### src/rtl/multicycle_ctrl_pkg.sv
// Shared types and constants for the multi-cycle ARM control FSM.
package multicycle_ctrl_pkg;

  localparam int unsigned TMR_W  = 8;
  localparam int unsigned PC_S_W = 2;

  typedef enum logic [3:0] {
    ST_IDLE     = 4'd0,
    ST_FETCH    = 4'd1,
    ST_DECODE   = 4'd2,
    ST_EXEC     = 4'd3,
    ST_WB       = 4'd4,
    ST_BX       = 4'd5,
    ST_BL_LR    = 4'd6,
    ST_BR_ADDR  = 4'd7,
    ST_BR_PC    = 4'd8,
    ST_MEM_ADDR = 4'd9,
    ST_MEM_WAIT = 4'd10,
    ST_MEM_WB   = 4'd11,
    ST_FAULT    = 4'd12
  } state_t;

  localparam logic [3:0] ALU_ADD    = 4'b0100;
  localparam logic [3:0] ALU_PASS_B = 4'b1000;

  localparam logic [PC_S_W-1:0] PC_S_INC = 2'd0;
  localparam logic [PC_S_W-1:0] PC_S_RM  = 2'd1;
  localparam logic [PC_S_W-1:0] PC_S_ALU = 2'd2;

  localparam logic [3:0]  IR_B_MATCH   = 4'b1010;
  localparam logic [3:0]  IR_BL_MATCH  = 4'b1011;
  localparam logic [23:0] IR_BX_MATCH  = 24'h12FFF1;
  localparam logic [1:0]  IR_MEM_MATCH = 2'b01;

  // Per-cycle datapath strobes; every field returns to 0 unless the state drives it.
  typedef struct packed {
    logic              write_pc;
    logic              write_ir;
    logic              write_reg;
    logic              la;
    logic              lb;
    logic              lc;
    logic              lf;
    logic              lmdr;
    logic [PC_S_W-1:0] pc_s;
    logic              alu_a_s;
    logic              alu_b_s;
    logic              rd_s;
    logic              mem_req;
    logic              mem_we;
    logic              wb_mdr;
  } strobe_t;

  // How the held decoder copies are updated on entering a state.
  typedef enum logic [2:0] {
    CL_HOLD    = 3'd0,
    CL_DEC     = 3'd1,
    CL_PASS_B  = 3'd2,
    CL_BR_ADD  = 3'd3,
    CL_MEM_ADD = 3'd4
  } ctrl_ld_t;

endpackage

### src/rtl/multicycle_ctrl_wait_timer.sv
// Cycle counter for MEM_WAIT: cleared on address phase, counts wait cycles, flags the limit.
module mem_wait_timer
  import multicycle_ctrl_pkg::*;
#(
  parameter int unsigned MEM_TMO = 15
) (
  input  logic clk,
  input  logic rst_n,
  input  logic clr,
  input  logic inc,
  output logic done_c
);

  logic [TMR_W-1:0] count;

  always_ff @(posedge clk or negedge rst_n) begin
    if (!rst_n) begin
      count <= '0;
    end else if (clr) begin
      count <= '0;
    end else if (inc) begin
      count <= count + TMR_W'(1);
    end
  end

  assign done_c = (count == TMR_W'(MEM_TMO));

endmodule

### src/rtl/multicycle_ctrl.sv
// Multi-cycle ARM control FSM: fetch/decode/execute for DP, B/BL/BX and LDR/STR.
// Outputs are registered from the next-state decode so they line up with the state they belong to.
module multicycle_ctrl
  import multicycle_ctrl_pkg::*;
#(
  parameter int unsigned ALU_OP_W   = 4,
  parameter int unsigned SHIFT_OP_W = 3,
  parameter int unsigned MEM_TMO    = 15,
  parameter bit          HAS_MEM    = 1'b1
) (
  input  logic                  clk,
  input  logic                  rst_n,
  input  logic [31:0]           ir,
  input  logic                  ir_valid,
  input  logic                  cond_pass,
  input  logic                  rm_imm_s,
  input  logic [1:0]            rs_imm_s,
  input  logic [SHIFT_OP_W-1:0] shift_op,
  input  logic [ALU_OP_W-1:0]   alu_op,
  input  logic                  s_bit,
  input  logic                  ttcc,
  input  logic                  mem_ack,
  output logic                  write_pc,
  output logic                  write_ir,
  output logic                  write_reg,
  output logic                  la,
  output logic                  lb,
  output logic                  lc,
  output logic                  lf,
  output logic                  lmdr,
  output logic [PC_S_W-1:0]     pc_s,
  output logic                  alu_a_s,
  output logic                  alu_b_s,
  output logic                  rd_s,
  output logic                  mem_req,
  output logic                  mem_we,
  output logic                  wb_mdr,
  output logic                  s_ctrl,
  output logic                  rm_imm_s_ctrl,
  output logic [1:0]            rs_imm_s_ctrl,
  output logic [SHIFT_OP_W-1:0] shift_op_ctrl,
  output logic [ALU_OP_W-1:0]   alu_op_ctrl,
  output logic                  fault
);

  state_t   st;
  state_t   next_st;
  strobe_t  strb_d;
  strobe_t  strb_q;
  ctrl_ld_t ctrl_ld;

  logic is_b;
  logic is_bl;
  logic is_bx;
  logic is_mem;
  logic is_load;
  logic tmr_clr;
  logic tmr_inc;
  logic tmr_done;
  logic unused_ir;

  // Instruction-class decode
  always_comb begin
    is_b    = (ir[27:24] == IR_B_MATCH);
    is_bl   = (ir[27:24] == IR_BL_MATCH);
    is_bx   = (ir[27:4] == IR_BX_MATCH);
    is_mem  = (ir[27:26] == IR_MEM_MATCH);
    is_load = ir[20];
  end

  // Condition field and Rm are consumed elsewhere (cond_pass / regfile).
  assign unused_ir = ^{ir[31:28], ir[3:0]};

  assign tmr_clr = (st == ST_MEM_ADDR);
  assign tmr_inc = (st == ST_MEM_WAIT);

  mem_wait_timer #(
    .MEM_TMO (MEM_TMO)
  ) u_timer (
    .clk    (clk),
    .rst_n  (rst_n),
    .clr    (tmr_clr),
    .inc    (tmr_inc),
    .done_c (tmr_done)
  );

  always_ff @(posedge clk or negedge rst_n) begin
    if (!rst_n) begin
      st <= ST_IDLE;
    end else begin
      st <= next_st;
    end
  end

  // Next state plus the strobe/load decode of that next state
  always_comb begin
    next_st = ST_FETCH;
    strb_d  = '0;
    ctrl_ld = CL_HOLD;

    case (st)
      ST_IDLE:     next_st = ST_FETCH;
      ST_FETCH:    next_st = ir_valid ? ST_DECODE : ST_FETCH;
      ST_DECODE: begin
        if (!cond_pass)  next_st = ST_FETCH;
        else if (is_b)   next_st = ST_BR_ADDR;
        else if (is_bl)  next_st = ST_BL_LR;
        else if (is_bx)  next_st = ST_BX;
        else if (is_mem) next_st = HAS_MEM ? ST_MEM_ADDR : ST_FAULT;
        else             next_st = ST_EXEC;
      end
      ST_EXEC:     next_st = ttcc ? ST_FETCH : ST_WB;
      ST_WB:       next_st = ST_FETCH;
      ST_BX:       next_st = ST_FETCH;
      ST_BL_LR:    next_st = ST_BR_ADDR;
      ST_BR_ADDR:  next_st = ST_BR_PC;
      ST_BR_PC:    next_st = ST_FETCH;
      ST_MEM_ADDR: next_st = ST_MEM_WAIT;
      // ack takes priority over the timeout on the same cycle
      ST_MEM_WAIT: begin
        if (mem_ack)       next_st = is_load ? ST_MEM_WB : ST_FETCH;
        else if (tmr_done) next_st = ST_FAULT;
        else               next_st = ST_MEM_WAIT;
      end
      ST_MEM_WB:   next_st = ST_FETCH;
      ST_FAULT:    next_st = ST_FAULT;
      default:     next_st = ST_FETCH;
    endcase

    case (next_st)
      ST_FETCH: begin
        strb_d.write_pc = 1'b1;
        strb_d.write_ir = 1'b1;
        strb_d.pc_s     = PC_S_INC;
      end
      ST_DECODE: begin
        strb_d.la = 1'b1;
        strb_d.lb = 1'b1;
        strb_d.lc = 1'b1;
      end
      ST_EXEC: begin
        strb_d.lf = 1'b1;
        ctrl_ld   = CL_DEC;
      end
      ST_WB:       strb_d.write_reg = 1'b1;
      ST_BX: begin
        strb_d.write_pc = 1'b1;
        strb_d.pc_s     = PC_S_RM;
      end
      ST_BL_LR: begin
        strb_d.alu_a_s   = 1'b1;
        strb_d.rd_s      = 1'b1;
        strb_d.write_reg = 1'b1;
        ctrl_ld          = CL_PASS_B;
      end
      ST_BR_ADDR: begin
        strb_d.alu_a_s = 1'b1;
        strb_d.alu_b_s = 1'b1;
        strb_d.lc      = 1'b1;
        ctrl_ld        = CL_BR_ADD;
      end
      ST_BR_PC: begin
        strb_d.write_pc = 1'b1;
        strb_d.pc_s     = PC_S_ALU;
      end
      ST_MEM_ADDR: begin
        strb_d.alu_b_s = 1'b1;
        strb_d.lc      = 1'b1;
        ctrl_ld        = CL_MEM_ADD;
      end
      ST_MEM_WAIT: begin
        strb_d.mem_req = 1'b1;
        strb_d.mem_we  = !is_load;
      end
      ST_MEM_WB: begin
        strb_d.lmdr      = 1'b1;
        strb_d.wb_mdr    = 1'b1;
        strb_d.write_reg = 1'b1;
      end
      default: ;
    endcase
  end

  // Registered outputs; decoder copies hold between loads, fault is sticky until reset
  always_ff @(posedge clk or negedge rst_n) begin
    if (!rst_n) begin
      strb_q        <= '0;
      fault         <= 1'b0;
      s_ctrl        <= 1'b0;
      rm_imm_s_ctrl <= 1'b0;
      rs_imm_s_ctrl <= '0;
      shift_op_ctrl <= '0;
      alu_op_ctrl   <= '0;
    end else begin
      strb_q <= strb_d;
      fault  <= fault | (next_st == ST_FAULT);
      case (ctrl_ld)
        CL_DEC: begin
          s_ctrl        <= s_bit;
          rm_imm_s_ctrl <= rm_imm_s;
          rs_imm_s_ctrl <= rs_imm_s;
          shift_op_ctrl <= shift_op;
          alu_op_ctrl   <= alu_op;
        end
        CL_PASS_B: begin
          s_ctrl      <= 1'b0;
          alu_op_ctrl <= ALU_OP_W'(ALU_PASS_B);
        end
        CL_BR_ADD: begin
          s_ctrl      <= 1'b0;
          alu_op_ctrl <= ALU_OP_W'(ALU_ADD);
        end
        CL_MEM_ADD: alu_op_ctrl <= ALU_OP_W'(ALU_ADD);
        default: ;
      endcase
    end
  end

  assign write_pc  = strb_q.write_pc;
  assign write_ir  = strb_q.write_ir;
  assign write_reg = strb_q.write_reg;
  assign la        = strb_q.la;
  assign lb        = strb_q.lb;
  assign lc        = strb_q.lc;
  assign lf        = strb_q.lf;
  assign lmdr      = strb_q.lmdr;
  assign pc_s      = strb_q.pc_s;
  assign alu_a_s   = strb_q.alu_a_s;
  assign alu_b_s   = strb_q.alu_b_s;
  assign rd_s      = strb_q.rd_s;
  assign mem_req   = strb_q.mem_req;
  assign mem_we    = strb_q.mem_we;
  assign wb_mdr    = strb_q.wb_mdr;

endmodule

### config.mk
export PLATFORM = sky130hd
export DESIGN_NAME = multicycle_ctrl
export DESIGN_NICKNAME = d
export VERILOG_FILES = /design/src/rtl/multicycle_ctrl_pkg.sv /design/src/rtl/multicycle_ctrl_wait_timer.sv /design/src/rtl/multicycle_ctrl.sv
export SDC_FILE = /design/constraint.sdc
export NUM_CORES = 1
export LEC_CHECK = 0
export BUFFER_PORTS_ARGS = -buffer_cell sky130_fd_sc_hd__buf_2
export CORE_ASPECT_RATIO = 1.25
export CORE_MARGIN = 2
export CORE_UTILIZATION = 51
export DETAILED_ROUTE_END_ITERATION = 16
export PLACE_DENSITY = 0.95
export RECOVER_POWER = 25
export SYNTH_ARGS = -nofsm -noshare
export SYNTH_HDL_FRONTEND = slang
export SYNTH_SLANG_ARGS = --single-unit
### constraint.sdc
create_clock -name clk -period 4.51 [get_ports clk]
set_clock_uncertainty 0.05 [all_clocks]
set_input_delay 0.451 -clock clk [delete_from_list [all_inputs] [get_ports clk]]
set_output_delay 0.451 -clock clk [all_outputs]
set_load 0.02 [all_outputs]
* Yosys cells after proc, flatten, opt, wreduce, memory -nomap -nowiden
Cells that the tools add are included.
** Storage, ports and cells
- Word-level logic and storage cells :: 92
- Input port bits :: 49
- Bits in registers :: 39
- RAM bits :: 0
- Bits in latches :: 0
- Output and inout bits :: 28
- ROM bits :: 0
- Memories kept :: 0
** Operators by class
- Reduce and logical (&&, ||, !) cells :: 11
- $add $sub $neg :: 1
- Mux-type cells :: 28
- Divide/modulo/power cells :: 0
- Bitwise logic cells :: 1
- $lt $le $gt $ge :: 0
- Shifts and indexed selects :: 0
- Eq/ne operators :: 29
- Multiply operators :: 0
** Operators with widths (count)
- $eq 4x4->1 const B :: 10
- $pmux 4 s8 :: 1
- $mux 4 :: 7
- $eq 24x21->1 const B :: 1
- $eq 4x3->1 const B :: 6
- $eq 4x2->1 const B :: 4
- $mux 8 :: 2
- $pmux 3 s4 :: 1
- $pmux 4 s3 :: 1
- $mux 1 :: 9
- $reduce_or 3->1 :: 3
- $add 8x1->8 const B :: 1
- $eq 4x1->1 const B :: 2
- $eq 8x4->1 const B :: 1
- $reduce_or 2->1 :: 4
- $eq 3x2->1 const B :: 2
- $mux 2 :: 3
- $mux 3 :: 2
- $pmux 2 s2 :: 1
- $reduce_bool 2->1 :: 2
- $eq 3x1->1 const B :: 1
- $eq 3x3->1 const B :: 1
- $reduce_bool 3->1 :: 1
- $eq 2x1->1 const B :: 1
- other kinds (3) :: 3

* Longest topological paths before layout
Gate-level depths: netlist (run 1).
- Depth in word-level cells :: 12
- Gate-level depth with buffers :: 8
- Mapped depth without buffers :: 7

* Hierarchy
From an unflattened synthesis (run 1), not the netlist that was laid out.
** Second synthesis, totals
- Cell total of the unflattened synthesis :: 177
- Area, all modules :: 1998.2 µm²
** By module, submodules not included
- multicycle_ctrl :: cells an instance 138, times used 1, seq. area each 750.7 µm², area each 1604.0 µm²
- mem_wait_timer :: cells an instance 39, times used 1, seq. area each 200.2 µm², area each 394.1 µm²

* Worst setup path after synthesis (run 1)
No wires, ideal clock.
- Path kind :: in2reg
- Start point :: input ir[27]
- End point :: register rm_imm_s_ctrl
- Library setup time :: 0.125 ns
- Stages :: 7
- Required time :: 4.335 ns
- Data arrival time :: 2.481 ns
- Slack :: 1.854 ns
- Path buffers :: 1
- Path through :: or4b_1 or4_1 or3_4 and3_1 buf_6 nand2_4 mux2_2
** Between the ends
- Cells in the longest elaborated chain, start to end :: 10
- Elaborated cells between the ends (all ways) :: 16
- Those cells by class :: 9 x eq/ne; 7 x mux
** RTL lines
- start, declared :: RTL line multicycle_ctrl.sv:13 : input logic [31:0] ir,
- branches (longest 4 deep; another with $eq 24x21->1)
- $mux 4 (*) :: RTL line multicycle_ctrl.sv:106 : else if (is_b) next_st = ST_BR_ADDR;
- $mux 4 (*) :: RTL line multicycle_ctrl.sv:105 : if (!cond_pass) next_st = ST_FETCH;
- $pmux 4 s8 (*) :: RTL line multicycle_ctrl.sv:101 : case (st)
- $eq 4x4->1, or another cell as far along :: RTL line multicycle_ctrl.sv:130 : case (next_st)
- $pmux 3 s4 (*) :: RTL line multicycle_ctrl.sv:130
- $eq 3x1->1 (*) :: RTL line multicycle_ctrl.sv:197 : case (ctrl_ld)
- end signal, assigned :: RTL line multicycle_ctrl.sv:200 : rm_imm_s_ctrl <= rm_imm_s;
- end, declared :: RTL line multicycle_ctrl.sv:39 : output logic rm_imm_s_ctrl,
Every way passes the cells marked *.
A chain may end at the register's enable or synchronous reset.

* Final worst setup path (run 1)
- Start point :: register st[2]
- End point :: register alu_op_ctrl[2]
** Between the ends
- Cells in the longest elaborated chain, start to end :: 7
- Elaborated cells between the ends (all ways) :: 21
- Those cells by class :: 16 x eq/ne; 3 x mux; 2 x reduce/logical
** RTL lines
- start, declared :: RTL line multicycle_ctrl.sv:46 : state_t st;
- start signal, assigned :: RTL line multicycle_ctrl.sv:91 : st <= next_st;
- $eq 4x4->1, or another cell as far along :: RTL line multicycle_ctrl.sv:101
- $pmux 4 s8 (*) :: RTL line multicycle_ctrl.sv:101
- net next_st[0] :: RTL line multicycle_ctrl.sv:47 : state_t next_st;
- $eq 4x4->1, or another cell as far along :: RTL line multicycle_ctrl.sv:130
- $pmux 3 s4 (*) :: RTL line multicycle_ctrl.sv:130
- $eq 3x3->1 / $eq 3x2->1 (equally long branches) :: RTL line multicycle_ctrl.sv:197
- $reduce_or 2->1 (no line)
- $pmux 4 s3 / $reduce_bool 3->1 (equally long branches)
- end signal, assigned :: RTL line multicycle_ctrl.sv:203 : alu_op_ctrl <= alu_op;
- end signal, assigned :: RTL line multicycle_ctrl.sv:207 : alu_op_ctrl <= ALU_OP_W'(ALU_PASS_B);
- end signal, assigned :: RTL line multicycle_ctrl.sv:211 : alu_op_ctrl <= ALU_OP_W'(ALU_ADD);
- end, declared :: RTL line multicycle_ctrl.sv:42 : output logic [ALU_OP_W-1:0] alu_op_ctrl,
Mark *: on every way through the listed nets, which the timed path passes. The rest lies on a longest branch.

==> results of run 1 <==
placed cells by master, fill, tap and decap left out, types with 5 or more instances in the layout:
cell | synthesis | final
buf_2 | 2 | 67
dfrtp_1 | 38 | 38
nand2_1 | 16 | 16
o21ai_0 | 16 | 16
nand3_1 | 13 | 13
nor2_1 | 9 | 9
inv_1 | 8 | 8
mux2_2 | 6 | 6
nor2b_1 | 5 | 5
clkbuf_8 | 0 | 5
logic make-up after synthesis:
family	after synthesis	synth area share (%)
buffers and inverters	16	4.28
AOI/OAI and AO/OA	34	12.0
DFF	38	52.5
adders and majority gates	1	0.690
and+or+nand+nor	78	25.1
muxes	9	5.39
worst reg2reg max path, stage by stage (launching register included):
cell      delay [ps]
dfrtp_1          510
nor2b_1          210
nand3b_1         170
o32ai_1          700
inv_1            240
a21boi_0         430
inv_1            120
a311o_1          350
stage by stage:
stage / util [%] / worst slack (ps) / area (um^2) / hold WS (ps)
finish: 66.3 / 1620 / 2290 / 293
global route: 66.3 / 1380 / 2290 / 292
CTS: 66.3 / 1690 / 2290 / 217
detailed placement: 62.4 / 1650 / 2150 / 425
global placement: 62.4 / 1700 / 2150 / 426
floorplan: - / 1850 / 1810 / 105
power by group:
| group | switching [mW] | leakage [nW] | internal, mW |
|---|---|---|---|
| clock network | 0.127 | 0.0683 | 0.222 |
| logic | 0.336 | 0.626 | 0.220 |
| registers | 0.0782 | 0.496 | 0.439 |
Yosys cell counts (all sizes together):
| cell type | count |
|---|---|
| a211oi | 1 |
| a21boi | 1 |
| or4 | 1 |
| nor4bb | 1 |
| and2b | 1 |
| o21bai | 3 |
| o22a | 1 |
| a2111o | 1 |
| nor3b | 1 |
| a211o | 1 |
| nor4 | 1 |
| nand2b | 4 |
| nor2 | 9 |
| nand3b | 2 |
| or4b | 1 |
| o32ai | 1 |
| nand4bb | 1 |
| nor4b | 3 |
| mux2 | 6 |
| o311a | 1 |
| nor2b | 5 |
| nand2 | 17 |
| a311o | 1 |
| nor3 | 4 |
| and3b | 1 |
| and4b | 1 |
| buf | 5 |
| o21ai | 16 |
| ha | 1 |
| nand4 | 4 |
| dfrtp | 38 |
| or3 | 1 |
| a21oi | 4 |
| o21a | 3 |
| clkbuf | 3 |
| mux2i | 3 |
| or4bb | 1 |
| nand4b | 1 |
| inv | 8 |
| and3 | 4 |
| nand3 | 13 |
| or2 | 1 |
path summary, 6_finish.rpt:
path / slack, ps / cells past startpoint / end
min: 290 / 2 / mem_we
max in group asynchronous: 2660 / 1 / shift_op_ctrl[2]
min reg2reg: 440 / 1 / fault
max reg2reg: 1620 / 7 / alu_op_ctrl[2]
min in group asynchronous: 630 / 1 / u_timer.count[7]
max: 1620 / 7 / alu_op_ctrl[2]
layer usage:
layer / up-vias / GRT usage, %
met1: 778 / 26.9
met5: - / 0
li1: 769 / -
met3: 10 / 4.02
met4: 0 / 10.3
met2: 71 / 39.2
final cells by class:
class                      count  area, um^2  share of cell area (%)
clock buffer                   5        68.8                    3.01
clock inverter                 3        68.8                    3.01
tap                           39        48.8                    2.13
multi-input combinational    122         783                    34.2
timing repair buffer          68         339                    14.8
sequential                    38         951                    41.5
inverter                       8        30.0                    1.31
==> flow_metrics.env, run 1 <==
export IMPL_synth_area_leaders="dfrtp_1 52%, o21ai_0 4.4%, mux2_2 3.7%"
export IMPL_drc_errors=0
export IMPL_grt_ovfl_total=0
export IMPL_ys_seq_elements=38
export IMPL_drv_slew=39
export IMPL_critPathLaunchType="register"
export IMPL_coreArea_um2=3450
export IMPL_drt_wl_total_mm=4.24
export IMPL_startpoint="st[2]"
export IMPL_gp_congestion=0.887
export IMPL_clock_root_buffer="clkbuf_8"
export IMPL_largest_reg_flops=8
export IMPL_area_growth_synth_to_final_pct=26.4
export IMPL_endpoint_kind="register"
export IMPL_p_leak_nw=1.19
export IMPL_min_delay_start="ir[20]"
export IMPL_io_buffers=68
export IMPL_critical_path_class="reg -> reg"
export IMPL_post_cts_buffers=0
export IMPL_htree_levels=2
export IMPL_start_util_pct=52.5
export IMPL_ant_nets=0
export IMPL_synth_cells=176
export IMPL_violations="max-capacitance violations, max-slew violations"
export IMPL_period_share_pct=64.2
export IMPL_hp_class="in -> reg"
export IMPL_drtIter0Drc=66
export IMPL_syn_avg_cell_area_um2=10.3
export IMPL_worstPathCellList="nor2b_1 -> nand3b_1 -> o32ai_1 -> inv_1 -> a21boi_0 -> inv_1 -> a311o_1"
export IMPL_grt_max_degree=39
export IMPL_seq_area_frac_synth_pct=52.5
export IMPL_fp_row_count=24
export IMPL_post_cts_resized=0
export IMPL_ys_warn_count=0
export IMPL_rsz0062_at_grt="no"
export IMPL_cts_buffer_depth=2
export IMPL_diodes=0
export IMPL_irDropWorstVdd_uv=536
export IMPL_grt_pass1_wl_mm=6.98
export IMPL_clk_pin_slew_ps=80
export IMPL_placedCellCount=275
export IMPL_final_instance_count_excl_fill=283
export IMPL_crit_fanout=13
export IMPL_syn_cell_area_um2=1810
export IMPL_top_register="u_timer.count"
export IMPL_ios=77
export IMPL_tightest_slew_ps=1930
export IMPL_drv_cap=1
export IMPL_cp_data_arrival_time_ps=3030
export IMPL_antenna_found_initial=0
export IMPL_r2r_start="st[2]"
export IMPL_cts_tree="done"
export IMPL_slew_headroom_pct=-28.9
export IMPL_dieArea_um2=4050
export IMPL_crit_family="compound AO/OA/AOI/OAI gates"
export IMPL_powerDensity_nw_per_um2=621
export IMPL_route_met2_wl_mm=2.20
export IMPL_dp_hpwl_mm=3.06
export IMPL_yosys_cell_types_count=45
export IMPL_power_mw=1.42
export IMPL_cp_slowest_stage_delay_ps=700
export IMPL_required_ps=4640
export IMPL_vias=1628
export IMPL_setup_viol=0
export IMPL_crit_top_cell="inv_1"
export IMPL_viasPerCell=5.75
export IMPL_cts_buffers=5
export IMPL_status="finished, violations left"
export IMPL_grt_pass1_vias=1580
export IMPL_critical_path_slowest_cell="o32ai_1"
export IMPL_fmax_mhz=346
export IMPL_clkLatencyLatePin_ps=290
export IMPL_grt_use_total_pct=22.5
export IMPL_syn_nets=226
export IMPL_finalSetupTns_ps=0
export IMPL_hold_viol_final=0
export IMPL_drtPass1Iterations=4
export IMPL_met1_length_mm=1.70
export IMPL_final_nets=293
export IMPL_synth_top_area_share_pct=52.5
export IMPL_fp_dieH_um=70.6
export IMPL_hold_buffers=0
export IMPL_dieWidth_um=57.3
export IMPL_nFillCells=266
export IMPL_period_needed_ps=2890
export IMPL_wl_met3_um=240
export IMPL_detail_route_wl_per_cell_um=15.0
export IMPL_synth_top_area_cell="dfrtp_1"
export IMPL_top_regs="u_timer.count (8), alu_op_ctrl (4), st (4)"
export IMPL_crit_buf_inv=2
export IMPL_cts_num_sinks=38
export IMPL_highest_layer="met4"
export IMPL_drive_gt1_share_pct=34.8
Note: power is estimated with default switching activity, not from simulation.
==> run 2, diff against run 1 <==
- CORE_UTILIZATION: 51 -> 43
- PLACE_DENSITY: 0.95 -> 0.87
- clock period: 4.51 -> 2.65 ns (I/O delays scaled with it)
==> run 2 against run 1 <==
Effect of this change:
- the flow still finishes with violations (max-capacitance violations, max-slew violations)
- global-route usage down 2.2 points
- first-iteration DRC count down 30%
- combinational power up 87%
- utilization down 8.0 points
- die area up 17%
- setup slack worse by 1400 ps
- hold slack worse by 200 ps
- critical path depth unchanged
- design area up 3.5%
- sequential power up 63%
- count of clock-buffer cells in the layout unchanged
- via count about the same
- critical path type unchanged
- critical endpoint is now rm_imm_s_ctrl
- largest power group unchanged
- highest routed layer unchanged
==> flow_metrics.env, run 2 (synthesized netlist as in run 1, its figures left out) <==
export IMPL_grt_pass1_wl_mm=7.18
export IMPL_grt_max_degree=39
export IMPL_endpoint_kind="register"
export IMPL_layout_common_cells="67 x buf_2, 38 x dfrtp_1, 16 x nand2_1, 16 x o21ai_0, 13 x nand3_1"
export IMPL_cp_data_arrival_time_ps=2510
export IMPL_cts_buffer_depth=2
export IMPL_vias=1629
export IMPL_crit_top_cell="and3_1"
export IMPL_drtPass1Iterations=4
export IMPL_wl_met3_um=253
export IMPL_crit_family="simple AND/OR/NAND/NOR gates"
export IMPL_diodes=0
export IMPL_start_util_pct=44.6
export IMPL_fp_dieH_um=76.6
export IMPL_drv_slew=39
export IMPL_grt_pass1_vias=1611
export IMPL_cts_num_sinks=38
export IMPL_rr_endpoint="rm_imm_s_ctrl"
export IMPL_clkLatencyLatePin_ps=290
export IMPL_hold_viol_final=0
export IMPL_drv_cap=1
export IMPL_io_buffers=68
export IMPL_grt_use_total_pct=20.4
export IMPL_irDropWorstVdd_uv=606
export IMPL_p_leak_nw=1.23
export IMPL_dieArea_um2=4750
export IMPL_required_ps=2780
export IMPL_finalSetupTns_ps=0
export IMPL_coreArea_um2=4070
export IMPL_dp_hpwl_mm=3.25
export IMPL_crit_buf_inv=0
export IMPL_period_share_pct=90.0
export IMPL_min_path_cells=2
export IMPL_gp_congestion=0.817
export IMPL_grt_ovfl_total=0
export IMPL_reg2reg_slack_ps=270
export IMPL_fmax_mhz=419
export IMPL_top_register="u_timer.count"
export IMPL_critPathLaunchType="register"
export IMPL_cts_tree="done"
export IMPL_viasPerCell=5.31
export IMPL_period_needed_ps=2380
export IMPL_met1_length_mm=1.62
export IMPL_min_to="mem_we"
export IMPL_cp_slowest_stage_delay_ps=480
export IMPL_worstPathCellList="ha_1 -> and3_1 -> nand3_1 -> a2111o_1 -> and3_1 -> nand2_4 -> mux2_2"
export IMPL_antenna_found_initial=0
export IMPL_top_regs="u_timer.count (8), alu_op_ctrl (4), st (4)"
export IMPL_reg2reg_depth=7
export IMPL_htree_levels=2
export IMPL_highest_layer="met4"
export IMPL_area_growth_synth_to_final_pct=30.8
export IMPL_rsz0062_at_grt="no"
export IMPL_critical_path_slowest_cell="a2111o_1"
export IMPL_critical_path_class="reg -> reg"
export IMPL_mostFrequentLayoutCell="buf_2"
export IMPL_ant_nets=0
export IMPL_crit_fanout=9
export IMPL_tightest_slew_ps=1950
export IMPL_final_nets=300
export IMPL_cts_buffers=5
export IMPL_min_delay_start="ir[20]"
export IMPL_setup_viol=0
export IMPL_drt_wl_total_mm=4.21
export IMPL_fp_row_count=26
export IMPL_clk_pin_slew_ps=70
export IMPL_slew_headroom_pct=-29.8
export IMPL_drive_gt1_share_pct=37.1
export IMPL_powerDensity_nw_per_um2=1040
export IMPL_dieWidth_um=62.1
export IMPL_power_mw=2.47
export IMPL_violations="max-capacitance violations, max-slew violations"
export IMPL_route_met2_wl_mm=2.16
export IMPL_hp_class="in -> reg"
export IMPL_drc_errors=0
export IMPL_status="finished, violations left"
export IMPL_clock_root_buffer="clkbuf_8"
export IMPL_r2r_start="u_timer.count[0]"
export IMPL_hold_slack_ps=95.2
export IMPL_path_depth=7
export IMPL_ios=77
export IMPL_detail_route_wl_per_cell_um=13.7
export IMPL_largest_reg_flops=8
export IMPL_drtIter0Drc=46
==> run 2: per-layer routing <==
metal | vias to the layer above | track usage [%]
li1 | 771 | -
met1 | 771 | 24.3
met2 | 73 | 32.3
met3 | 14 | 4.75
met4 | 0 | 11.5
met5 | - | 0
==> run 2: layout make-up <==
cell class / instances / area, um^2
Sequential cell: 38 / 951
Tap cell: 56 / 70.1
Clock buffer: 5 / 68.8
Timing Repair Buffer: 75 / 392
Inverter: 8 / 30.0
Multi-Input combinational cell: 122 / 790
Fill cell: 366 / 1700
Clock inverter: 3 / 68.8
==> run 2: worst max path at each step <==
| stage | from | end |
|---|---|---|
| floorplan | ir[27] | rm_imm_s_ctrl |
| global placement | ir[27] | rs_imm_s_ctrl[1] |
| detailed placement | ir[27] | shift_op_ctrl[1] |
| CTS | st[2] | rm_imm_s_ctrl |
| global route | st[2] | alu_op_ctrl[2] |
| finish | u_timer.count[0] | rm_imm_s_ctrl |
==> run 2: repair_timing <==
item,4_1_cts,5_1_grt
resized for setup,0,1
setup buffers,0,0
setup endpoints to repair,0,7
endpoints found under the hold margin,0,0
hold buffers,0,0
==> run 2: report_power, final <==
part | switching, mW | total, mW | internal (mW) | leakage, nW
registers | 0.0950 | 0.843 | 0.748 | 0.496
logic | 0.612 | 1.04 | 0.427 | 0.661
clock network | 0.210 | 0.587 | 0.377 | 0.0683
total | 0.917 | 2.47 | 1.55 | 1.23
==> run 2: through the flow <==
step	instances	setup slack [ps]	cell area [um^2]	utilization, %
after floorplan	176	180	1810	-
after global placement	299	67.8	2230	54.8
after detailed placement	299	26.8	2230	54.8
after CTS	307	124	2360	58.2
after global routing	307	60.1	2370	58.3
final	307	265	2370	58.3
